==> config.mk <==
export PLATFORM = sky130hd
export DESIGN_NAME = conv_frame_host_flat
export DESIGN_NICKNAME = d
export VERILOG_FILES = /design/src/rtl/conv_frame_host_if.sv /design/src/rtl/conv_frame_host.sv /design/src/flat_wrapper.sv
export SDC_FILE = /design/constraint.sdc
export NUM_CORES = 1
export LEC_CHECK = 0
export ABC_AREA = 1
export BUFFER_PORTS_ARGS = -buffer_cell sky130_fd_sc_hd__buf_2
export CORE_MARGIN = 2
export CORE_UTILIZATION = 35
export CTS_CLUSTER_DIAMETER = 200
export DETAILED_ROUTE_END_ITERATION = 10
export PLACE_DENSITY = 0.48
export SLEW_MARGIN = 20
export SYNTH_ARGS = -nofsm -noshare
export SYNTH_HDL_FRONTEND = slang
export SYNTH_SLANG_ARGS = --single-unit
==> constraint.sdc <==
create_clock -name clk -period 3.56 [get_ports clk]
set_input_delay 0.712 -clock clk [delete_from_list [all_inputs] [get_ports clk]]
set_output_delay 0.712 -clock clk [all_outputs]
set_load 0.02 [all_outputs]
==> src/rtl/conv_frame_host_if.sv <==
// Engine-side frame link: host streams pixels out, engine streams results back.
// Latency: none, wires only.
// Backpressure: none; both directions are free-running start-pulse/valid streams.
//   conv_in_st  host->engine  one-cycle frame start
//   conv_din    host->engine  raster pixel stream
//   conv_dout   engine->host  result word
//   conv_out_st engine->host  result valid
interface conv_frame_host_if #(
    parameter int PIX_W = 8,
    parameter int RES_W = 16
);
    logic             conv_in_st;
    logic [PIX_W-1:0] conv_din;
    logic [RES_W-1:0] conv_dout;
    logic             conv_out_st;

    modport master (
        output conv_in_st,
        output conv_din,
        input  conv_dout,
        input  conv_out_st
    );

    modport slave (
        input  conv_in_st,
        input  conv_din,
        output conv_dout,
        output conv_out_st
    );
endinterface

==> src/rtl/conv_frame_host.sv <==
// Frame host: buffers one image, streams it to the conv engine, collects results.
// Latency: start -> 1st pixel 1 cycle; rd_addr -> rd_data 1 cycle.
// Backpressure: none; a gap in the result stream or a missing start is an error.
//   clk, rst_n              clock, async active-low reset
//   start_i/busy_o/done_o/err_o  transaction control and status
//   ld_we_i/ld_addr_i/ld_data_i  image buffer write port (IDLE only)
//   rd_addr_i/rd_data_o          result buffer read port (any state)
//   eng                          engine link (master side)
module conv_frame_host #(
    parameter int IMG_W   = 8,
    parameter int K       = 3,
    parameter int PIX_W   = 8,
    parameter int RES_W   = 16,
    parameter int TIMEOUT = 1024
) (
    input  logic                              clk,
    input  logic                              rst_n,
    input  logic                              start_i,
    output logic                              busy_o,
    output logic                              done_o,
    output logic                              err_o,
    input  logic                              ld_we_i,
    input  logic [$clog2(IMG_W*IMG_W)-1:0]    ld_addr_i,
    input  logic [PIX_W-1:0]                  ld_data_i,
    input  logic [$clog2(IMG_W*IMG_W)-1:0]    rd_addr_i,
    output logic [RES_W-1:0]                  rd_data_o,
    conv_frame_host_if.master                 eng
);
    localparam int NPIX  = IMG_W * IMG_W;
    localparam int OUT_W = IMG_W - K + 1;
    localparam int NRES  = OUT_W * OUT_W;
    localparam int AW    = $clog2(NPIX);
    localparam int CW    = $clog2(NPIX + 1);     // send counter reaches NPIX
    localparam int RW    = $clog2(NRES);
    localparam int WW    = $clog2(TIMEOUT + 1);

    typedef enum logic [2:0] {IDLE, SEND, WAIT, RECV, FIN} state_t;

    state_t           state_q, state_d;
    logic [CW-1:0]    cnt_q, cnt_d;
    logic [WW-1:0]    wcnt_q, wcnt_d;
    logic [RW-1:0]    idx_q, idx_d;
    logic             err_q, err_d;
    logic [RES_W-1:0] rd_data_q;

    logic [PIX_W-1:0] img [NPIX];
    logic [RES_W-1:0] res [NRES];

    logic             img_we;
    logic             res_we;
    logic [RW-1:0]    res_waddr;
    logic [AW-1:0]    snd_idx;

    always_comb begin
        state_d   = state_q;
        cnt_d     = cnt_q;
        wcnt_d    = wcnt_q;
        idx_d     = idx_q;
        err_d     = err_q;
        res_we    = 1'b0;
        res_waddr = idx_q;
        case (state_q)
            IDLE: begin
                if (start_i) begin
                    state_d = SEND;
                    cnt_d   = '0;
                    err_d   = 1'b0;
                end
            end
            SEND: begin
                // cnt 0 is the start-pulse cycle, cnt 1..NPIX carry pixels 0..NPIX-1
                if (cnt_q == CW'(NPIX)) begin
                    state_d = WAIT;
                    wcnt_d  = '0;
                end else begin
                    cnt_d = cnt_q + CW'(1);
                end
            end
            WAIT: begin
                // a result arriving on the last allowed cycle still wins over timeout
                if (eng.conv_out_st) begin
                    res_we    = 1'b1;
                    res_waddr = '0;
                    idx_d     = RW'(1);
                    state_d   = RECV;
                end else if (wcnt_q == WW'(TIMEOUT - 1)) begin
                    err_d   = 1'b1;
                    state_d = FIN;
                end else begin
                    wcnt_d = wcnt_q + WW'(1);
                end
            end
            RECV: begin
                if (eng.conv_out_st) begin
                    res_we = 1'b1;
                    if (idx_q == RW'(NRES - 1)) begin
                        state_d = FIN;
                    end else begin
                        idx_d = idx_q + RW'(1);
                    end
                end else begin
                    err_d   = 1'b1;
                    state_d = FIN;
                end
            end
            FIN:     state_d = IDLE;
            default: state_d = IDLE;
        endcase
    end

    always_ff @(posedge clk or negedge rst_n) begin
        if (!rst_n) begin
            state_q   <= IDLE;
            cnt_q     <= '0;
            wcnt_q    <= '0;
            idx_q     <= '0;
            err_q     <= 1'b0;
            rd_data_q <= '0;
        end else begin
            state_q   <= state_d;
            cnt_q     <= cnt_d;
            wcnt_q    <= wcnt_d;
            idx_q     <= idx_d;
            err_q     <= err_d;
            rd_data_q <= (int'(rd_addr_i) < NRES) ? res[RW'(rd_addr_i)] : '0;
        end
    end

    // Buffers survive reset; only the control path is cleared.
    assign img_we = (state_q == IDLE) && ld_we_i;

    always_ff @(posedge clk) begin
        if (img_we) begin
            img[ld_addr_i] <= ld_data_i;
        end
        if (res_we) begin
            res[res_waddr] <= eng.conv_dout;
        end
    end

    assign snd_idx        = AW'(cnt_q - CW'(1));
    assign eng.conv_in_st = (state_q == SEND) && (cnt_q == '0);
    assign eng.conv_din   = ((state_q == SEND) && (cnt_q != '0)) ? img[snd_idx] : '0;

    assign busy_o    = (state_q != IDLE);
    assign done_o    = (state_q == FIN);
    assign err_o     = err_q;
    assign rd_data_o = rd_data_q;
endmodule

==> src/flat_wrapper.sv <==
// flat-port wrapper written by rule: the top's interface ports become plain ports
module conv_frame_host_flat 
#(
    parameter int IMG_W   = 8,
    parameter int K       = 3,
    parameter int PIX_W   = 8,
    parameter int RES_W   = 16,
    parameter int TIMEOUT = 1024
)
  (clk, rst_n, start_i, busy_o, done_o, err_o, ld_we_i, ld_addr_i, ld_data_i, rd_addr_i, rd_data_o, eng_conv_in_st, eng_conv_din, eng_conv_dout, eng_conv_out_st);
  conv_frame_host_if #(.PIX_W(PIX_W), .RES_W(RES_W)) eng_i ();
  input  logic clk;
  input  logic rst_n;
  input  logic start_i;
  output logic busy_o;
  output logic done_o;
  output logic err_o;
  input  logic ld_we_i;
  input  logic [$clog2(IMG_W*IMG_W)-1:0] ld_addr_i;
  input  logic [PIX_W-1:0] ld_data_i;
  input  logic [$clog2(IMG_W*IMG_W)-1:0] rd_addr_i;
  output logic [RES_W-1:0] rd_data_o;
  output wire logic [$bits(eng_i.conv_in_st)-1:0] eng_conv_in_st;
  output wire logic [$bits(eng_i.conv_din)-1:0] eng_conv_din;
  input wire logic [$bits(eng_i.conv_dout)-1:0] eng_conv_dout;
  input wire logic [$bits(eng_i.conv_out_st)-1:0] eng_conv_out_st;
  assign eng_conv_in_st = eng_i.conv_in_st;
  assign eng_conv_din = eng_i.conv_din;
  assign eng_i.conv_dout = eng_conv_dout;
  assign eng_i.conv_out_st = eng_conv_out_st;
  conv_frame_host #(.IMG_W(IMG_W), .K(K), .PIX_W(PIX_W), .RES_W(RES_W), .TIMEOUT(TIMEOUT)) u_core (.clk(clk), .rst_n(rst_n), .start_i(start_i), .busy_o(busy_o), .done_o(done_o), .err_o(err_o), .ld_we_i(ld_we_i), .ld_addr_i(ld_addr_i), .ld_data_i(ld_data_i), .rd_addr_i(rd_addr_i), .rd_data_o(rd_data_o), .eng(eng_i));
endmodule
After elaboration in Yosys (flattened, before gate mapping)
Memory sizes are Yosys's and may differ from the RTL's.
Cells that the tools add are included.
W data, S select, Z words.
- add/sub/neg operators: 4
- magnitude comparators: 1
- equal/unequal tests: 19
- muxes and demuxes: 33
- reduce and logical (&&, ||, !) cells: 17
- operator list (cell ; number):
    $mux W11 ; 3
    $mux W6 ; 5
    $pmux W11 S2 ; 1
    $mux W3 ; 6
    $mux W16 ; 1
    $ne A2 B2 Y1 const B ; 8
    $mux W7 ; 2
    $pmux W7 S2 ; 1
    $pmux W3 S4 ; 1
    $pmux W6 S2 ; 1
    $reduce_and A4 Y1 ; 3
    $add A11 B1 Y11 const B ; 1
    $eq A11 B10 Y1 const B ; 1
    $mux W1 ; 10
    $mux W8 ; 1
    $add A7 B1 Y7 const B ; 1
    $eq A7 B7 Y1 const B ; 1
    $logic_not A7 Y1 ; 1
    $reduce_bool A7 Y1 ; 1
    $add A6 B1 Y6 const B ; 1
    $eq A3 B2 Y1 const B ; 2
    $eq A6 B6 Y1 const B ; 1
    $lt A6 B6 Y1 const B ; 1
    $ne A3 B2 Y1 const B ; 2
    12 further kinds ; 18
- bits in registers: 44
- RAM bits: 1088
- output and inout bits: 28
- logic and storage cells: 82
- memories: 2
- memories (name ; depth ; bits a word ; read ports ; clocked after Yosys merged registers in ; write ports ; RTL line ; text):
    u_core.res ; 36 ; 16 ; 1 ; 0 ; 1 ; conv_frame_host.sv:47 ; logic [RES_W-1:0] res [NRES];
    u_core.img ; 64 ; 8 ; 1 ; 0 ; 1 ; conv_frame_host.sv:46 ; logic [PIX_W-1:0] img [NPIX];

Logic depth before layout (Yosys ltp)
Gate-level depths: netlist of the first run.
- depth after elaboration: 5
- gate-level depth with buffers: 16

Worst setup path after synthesis of the first run
Ideal clock, no wire load.
- path kind: register to output
- start: register u_core.cnt_q[0]
- end: output eng_conv_din[6]
- arrival time: 2.772 ns
- setup slack: 0.076 ns
- stages on the path, launching flop included: 16
- path buffers: 6
- cells stage by stage: dfrtp_1 > buf_2 > inv_2 > buf_2 > buf_1 > ha_1 > buf_2 > clkinv_1 > buf_2 > clkbuf_1 > nand3_1 > nand3_1 > nand3_1 > nand3_1 > nand3_1 > a21oi_1
- word-level cells in the longest chain between the ends: 3
- ends and longest elaborated chain (item ; RTL line ; text):
    from (decl) ; conv_frame_host.sv:40 ; logic [CW-1:0] cnt_q, cnt_d;
    from (signal assigned) ; conv_frame_host.sv:121 ; cnt_q <= cnt_d;
    $sub A6 B1 Y6 or $reduce_bool A7 Y1 (tied branches) ; conv_frame_host.sv:141, conv_frame_host.sv:143 ;
    $mem_v2 Z64 W8 or $logic_and A1 B1 Y1 (tied branches) ; n/a ;
    $mux W8 (*) ; conv_frame_host.sv:143 ; assign eng.conv_din = ((state_q == SEND) && (cnt_q != '0)) ? img[snd_idx] : '0;
    to (decl) ; flat_wrapper.sv:24 ; output wire logic [$bits(eng_i.conv_din)-1:0] eng_conv_din;
Every way passes the cells marked *; elsewhere a longest branch is shown, timed or not.

Worst setup path after layout of the first run
- start: register u_core.cnt_q[0]
- end: output eng_conv_din[0]
The elaborated chain is that of the path after synthesis.

==> results.ini, run 1 <==
[synth]
synth-edff-count = 1088
syn-cell-area_mm2 = 0.0457
netlist.area_leader.share_pct = 71.4
async_reset_ff_share_pct = 3.89
syn_nets = 3863
syn-instance-count = 3817
yosys.area.top_type = edfxtp_1
synth_common_cells = edfxtp_1, nand2_1, nand3_1
synth-seq-area-share_pct = 73.8
synth_seq_cells = 1132
synth_cell_types = 42
avgSynthCellArea_um2 = 12.0
synth_ff_type = edfxtp_1
yosysMostFrequentCell = edfxtp_1
yosysWarnings = 0
synthTopCellsByArea = edfxtp_1, nand2_1, nand3_1

[place]
place_area_mm2 = 0.0493
place.gp.congestion = 0.801
pre_cts_ws_ps = 51.0
dp_hpwl_mm = 78.0
dpl.cell_count = 5599
placement.io_buffers = 68

[setup_path]
startpoint_type = flop
worstPathArrival_ps = 2940
crit_fanout = 15
cp-end-kind = primary output
worstPathRequired_ps = 2850
critPathKind = flop to primary output

[cells_and_area]
layout-drive-gt1-share_pct = 15.7
layout.cells.non_filler = 5877
fin_area_mm2 = 0.0552
layout.nets = 4078
syn_to_final_growth_pct = 20.6

[clocking]
clock_latency_ps = 740
cts_max_path_buffers = 3
cts_hold_buffers = 0
clock-sinks = 1132
cts_buffers = 120
tritoncts = built
cts_root_buf = clkbuf_16
htree_num_levels = 3
path_clk_slew_ps = 60

[floorplan]
core.rowCount = 132
die_h_um = 366
die_w_um = 366
core-area_mm2 = 0.130
io_pins = 69
die-area_mm2 = 0.134
start_util_pct = 35.3

[sta]
drv_slew = 0
fin_skew_ps = 24.8
fmax_mhz = 274
setup_slack_ps = -88.1
hold_viol_final = 0
final.period_utilization_pct = 102
period_minus_slack_ps = 3650
tns_ps = -491
worst_pin_slew_ps = 1010
grt_setup_unrepaired = true
timing.slew.headroom_pct = 32.5
finalSetupViolCount = 8

[global_routing]
grt_pass1_wl_mm = 201
track_usage_pct = 20.4
grt_pass1_vias = 28900
gr-total-overflow = 0
grt_max_degree = 102
antenna_found_initial = 2

[detailed_routing]
routedWlPerCell_um = 23.7
ant_nets = 0
drc = 0
wirelength_mm = 139
dr_total_vias = 30600
vias_per_cell = 5.21
drt_iter0_drc = 3128
first_pass_iters = 6

[power_and_ir_drop]
p_per_area_mw_per_mm2 = 701
power.leakage_nw = 19.3
power_mw = 38.7
peakVddDrop_mv = 0.491

[worst_hold_path]
min_path_type = input port to asynchronous set/reset pin

[status]
violations = setup timing
status = finished, violations left

[run]
maxCapViolations = 0

repair_timing:
item / in CTS / in global routing
setup endpoints to repair: 8 / 8
setup buffers: 21 / 4
resized for setup: 159 / 63
endpoints found under the hold margin: 0 / 0
cloned: 18 / 11
pin swaps: 23 / 19
metrics by stage:
step / hold slack [ps] / utilization (%)
2_1_floorplan: 416 / -
3_3_place_gp: 498 / 38.0
3_5_place_dp: 513 / 38.0
4_1_cts: 36.4 / 42.1
5_1_grt: 68.9 / 42.5
6_report: 37.6 / 42.5
metal layers:
layer | routed length (um) | GRT usage [%] | up-vias
met5 | 18 | 0 | -
met4 | 2990 | 5.60 | 2
met3 | 8180 | 2.69 | 167
met2 | 64200 | 31.7 | 977
met1 | 63700 | 29.9 | 15400
li1 | - | - | 14100
cell families after synthesis:
kind of cell,count (synthesis),synth area share [%]
flip-flops,1132,73.8
XOR/XNOR,7,0.183
buffers and inverters,309,2.73
adder cells (fa/ha/maj),5,0.137
AND/OR/NAND/NOR,1924,17.7
AO/OA/AOI/OAI,440,5.41
cells in the final DEF (no fill, tap or decap), drive strengths merged:
master / count
o21a: 1
o221ai: 6
and3: 1
o31ai: 1
a31oi: 9
a21oi: 58
buf: 302
nand3b: 1
nor2: 477
ha: 5
nand2: 801
or2: 5
nand4: 19
clkbuf: 155
clkinv: 60
nor4: 1
inv: 88
clkinvlp: 5
o22ai: 34
a22o: 1
o21ai: 264
xor2: 6
a21boi: 1
o211ai: 64
nand3: 601
bufinv: 13
nor3: 15
dfrtp: 44
edfxtp: 1088
o21bai: 1
xnor2: 1
nor3b: 3
bufbuf: 3
diode: 1
sequential cells by signal, summed over array words and instances, names as in the netlist:
signal            cells
u_core.cnt_q          7
u_core.err_o          1
u_core.idx_q          6
u_core.img          512
u_core.rd_data_o     16
u_core.res          576
u_core.state_q        3
u_core.wcnt_q        11
critical path, cell delays in order, from the launching register on:
cell and delay, ps:
dfrtp_4 510, inv_8 90, ha_4 260, buf_12 160
clkbuf_16 180, nand3_1 90, nand3_1 140, nand3_2 130
nand3_2 110, nand3_1 120, nand2_2 90, nor2_4 160
buf_6 130
where the power goes:
group	total (mW)	internal (mW)	switching (mW)
clock network	12.5	7.13	5.32
logic	11.2	4.05	7.19
registers	15.0	14.8	0.129
total	38.7	26.0	12.6
final timing paths:
path / start / to / slack, ps / cells past startpoint
max in group asynchronous: rst_n / u_core.rd_data_o[5] / 2860 / 2
worst min register to register: u_core.wcnt_q[0] / u_core.wcnt_q[0] / 510 / 1
worst max register to register: u_core.state_q[0] / u_core.img[2][6] / 600 / 8
worst min-delay path: rst_n / u_core.idx_q[5] / 40 / 1
min in group clk: ld_data_i[0] / u_core.img[10][0] / 260 / 1
worst max-delay path: u_core.cnt_q[0] / eng_conv_din[0] / -90 / 12
cell type report:
| cell class | count | area, um^2 |
|---|---|---|
| flip-flops and latches | 1132 | 33800 |
| diodes | 1 | 2.50 |
| well taps | 1742 | 2180 |
| fillers | 12000 | 74500 |
| clock buffers | 144 | 3090 |
| inverters | 86 | 350 |
| clock inverters | 80 | 805 |
| multi-input cells | 2376 | 11500 |
| repair buffers | 316 | 3460 |
(Power assumes the default switching activity.)
==> run 2: changes to the inputs <==
- CTS_BUF_LIST: not set -> sky130_fd_sc_hd__clkbuf_16
- clock period: 3.56 -> 4.6 ns (I/O delays scaled with it)
==> results.ini, run 2 (same netlist as run 1, synthesis figures left out) <==
[floorplan]
io_pins = 69  ; unchanged
start_util_pct = 35.3  ; unchanged
die_h_um = 366  ; unchanged
die-area_mm2 = 0.134  ; unchanged
core.rowCount = 132  ; unchanged
die_w_um = 366  ; unchanged
core-area_mm2 = 0.130  ; unchanged

[sta]
period_minus_slack_ps = 4510
drv_slew = 0  ; unchanged
whs_ps = 294  ; +257 ps
fmax_mhz = 222
grt_setup_unrepaired = false
final.period_utilization_pct = 98.0
fin_skew_ps = 36.4  ; +11.7 ps
worst_pin_slew_ps = 1110  ; +94.2 ps
tns_ps = 0  ; +491 ps
hold_viol_final = 0  ; unchanged
timing.slew.headroom_pct = 26.2  ; -6.3 points
finalSetupViolCount = 0  ; -8

[cells_and_area]
largest_reg_flops = 576  ; unchanged
layout.cells.non_filler = 5807  ; -1.2%
syn_to_final_growth_pct = 14.9
top_register = u_core.res
layout.nets = 4010  ; -1.7%
layout_commonest_cell = edfxtp_1
layout-drive-gt1-share_pct = 10.5  ; -5.1 points
layout_common_cells = edfxtp_1, nand2_1, nand3_1
final_core_utilization_pct = 40.5  ; -2.0 points

[setup_path]
r2r-start = u_core.state_q[1]
cp_slowest_cell = dfrtp_4
crit_chain = inv_8 > buf_16 > nand2_1 > nand3_1 > nand3_1 > nand3_1 > nand2_1 > o21ai_0 > nor2_1 > nor2_1 > buf_2
cp-end-kind = primary output
reg2reg_setup_slack_ps = 1600  ; +1000 ps
cp_common_cell = nand3_1
cp.buffers_inverters = 3  ; -1
max_stage_delay_ps = 530  ; +20 ps
r2r_cells = 7  ; -1
startpoint_type = flop
critical-path-top-delay-family = simple AND/OR/NAND/NOR gates
worstPathRequired_ps = 3680  ; +830 ps
crit_fanout = 159  ; +144
critPathKind = flop to primary output
worstPathArrival_ps = 3590  ; +650 ps
r2r_end = u_core.img[2][2]

[global_routing]
grt_pass1_wl_mm = 191  ; -5.1%
grt_max_degree = 160  ; +57%
gr-total-overflow = 0  ; unchanged
antenna_found_initial = 4  ; +2
track_usage_pct = 19.2  ; -1.2 points
grt_pass1_vias = 28100  ; -2.8%

[clocking]
clock_latency_ps = 740  ; about the same
cts_root_buf = clkbuf_16
clock-sinks = 1132  ; unchanged
htree_num_levels = 3  ; unchanged
cts_buffers = 119  ; -0.83%
cts_max_path_buffers = 3  ; unchanged
tritoncts = built
path_clk_slew_ps = 60  ; about the same

[power_and_ir_drop]
power.leakage_nw = 18.4  ; -4.9%
power_mw = 26.4  ; -32%
peakVddDrop_mv = 0.359  ; -27%
p_per_area_mw_per_mm2 = 503  ; -28%

[detailed_routing]
drt_iter0_drc = 2637  ; -16%
wirelength_mm = 130  ; -6.7%
first_pass_iters = 6  ; unchanged
vias_per_cell = 5.12  ; -1.6%
routedWlPerCell_um = 22.3  ; -5.5%
ant_nets = 0  ; unchanged
drc = 0  ; unchanged
dr_total_vias = 29800  ; -2.8%

[status]
status = completed

[place]
place.gp.congestion = 0.803  ; +0.19%
dpl.cell_count = 5575  ; -0.43%
dp_hpwl_mm = 75.4  ; -3.3%
placement.io_buffers = 68  ; unchanged

[worst_hold_path]
min_path_type = input port to asynchronous set/reset pin

[run]
maxCapViolations = 0  ; unchanged

[run 2: changes by cell type in the layout (fill, tap and decap cells not counted), moves of 15 or more]
cell | before | now
nand3_1 | 516 | 599
nand3_2 | 79 | 2
inv_1 | 78 | 118
clkbuf_1 | 24 | 0
buf_16 | 25 | 2
nor2_1 | 446 | 468
buf_12 | 30 | 10
nor2_2 | 23 | 8
[run 2: report_power, final]
group	switching, mW	leakage [nW]	internal, mW
clock	3.97	1.88	4.82
sequential	0.104	10.4	11.5
combinational	4.35	6.15	1.70
total	8.42	18.4	18.0
[run 2: what timing repair did]
| action | CTS | global route |
|---|---|---|
| gates resized for setup | 1 | 9 |
| cloned | 1 | 1 |
| setup endpoints to repair | 8 | 8 |
| setup buffers | 0 | 9 |
| pin swaps | 1 | 1 |
| hold buffers | 0 | 0 |
[run 2: routing by layer]
metal  vias to the layer above  track usage [%]  wire length, um
met2                       784             29.1            58100
met5                         -                0               17
met3                       176             2.95             7490
li1                      13900                -                -
met4                         2             5.58             2970
met1                     14900             28.5            61200
[run 2: metrics by stage]
| stage | setup slack, ps | cell area (um^2) |
|---|---|---|
| 2_1_floorplan | 908 | 45700 |
| 3_3_place_gp | 706 | 48800 |
| 3_5_place_dp | 691 | 48800 |
| 4_1_cts | -27.7 | 52400 |
| 5_1_grt | 5.23 | 52500 |
| 6_report | 92.5 | 52600 |
[run 2: area by class of cell]
| type | instances | area (um^2) |
|---|---|---|
| Fill cell | 12400 | 77100 |
| Timing Repair Buffer | 248 | 1900 |
| Inverter | 86 | 347 |
| Sequential cell | 1132 | 33800 |
| Clock inverter | 99 | 557 |
| Antenna cell | 4 | 10.0 |
| Tap cell | 1742 | 2180 |
| Multi-Input combinational cell | 2377 | 10800 |
| Clock buffer | 119 | 2980 |
[run 2: how the worst max path moves through the flow]
stage | from | depth (start not counted) | end | slack, ps
after floorplan | u_core.cnt_q[0] | 15 | eng_conv_din[6] | 910
after global placement | u_core.cnt_q[0] | 11 | eng_conv_din[6] | 710
after detailed placement | u_core.cnt_q[0] | 11 | eng_conv_din[6] | 690
after CTS | u_core.cnt_q[0] | 11 | eng_conv_din[1] | -30
after global routing | u_core.cnt_q[0] | 11 | eng_conv_din[1] | 5
final | u_core.cnt_q[0] | 11 | eng_conv_din[3] | 90
[run 2: worst reg2reg max path: cells and delay by family, from the launching register on]
| family | cells | cell delay, ps |
|---|---|---|
| simple gates | 4 | 1470 |
| buf+inv | 3 | 800 |
| flops | 1 | 410 |
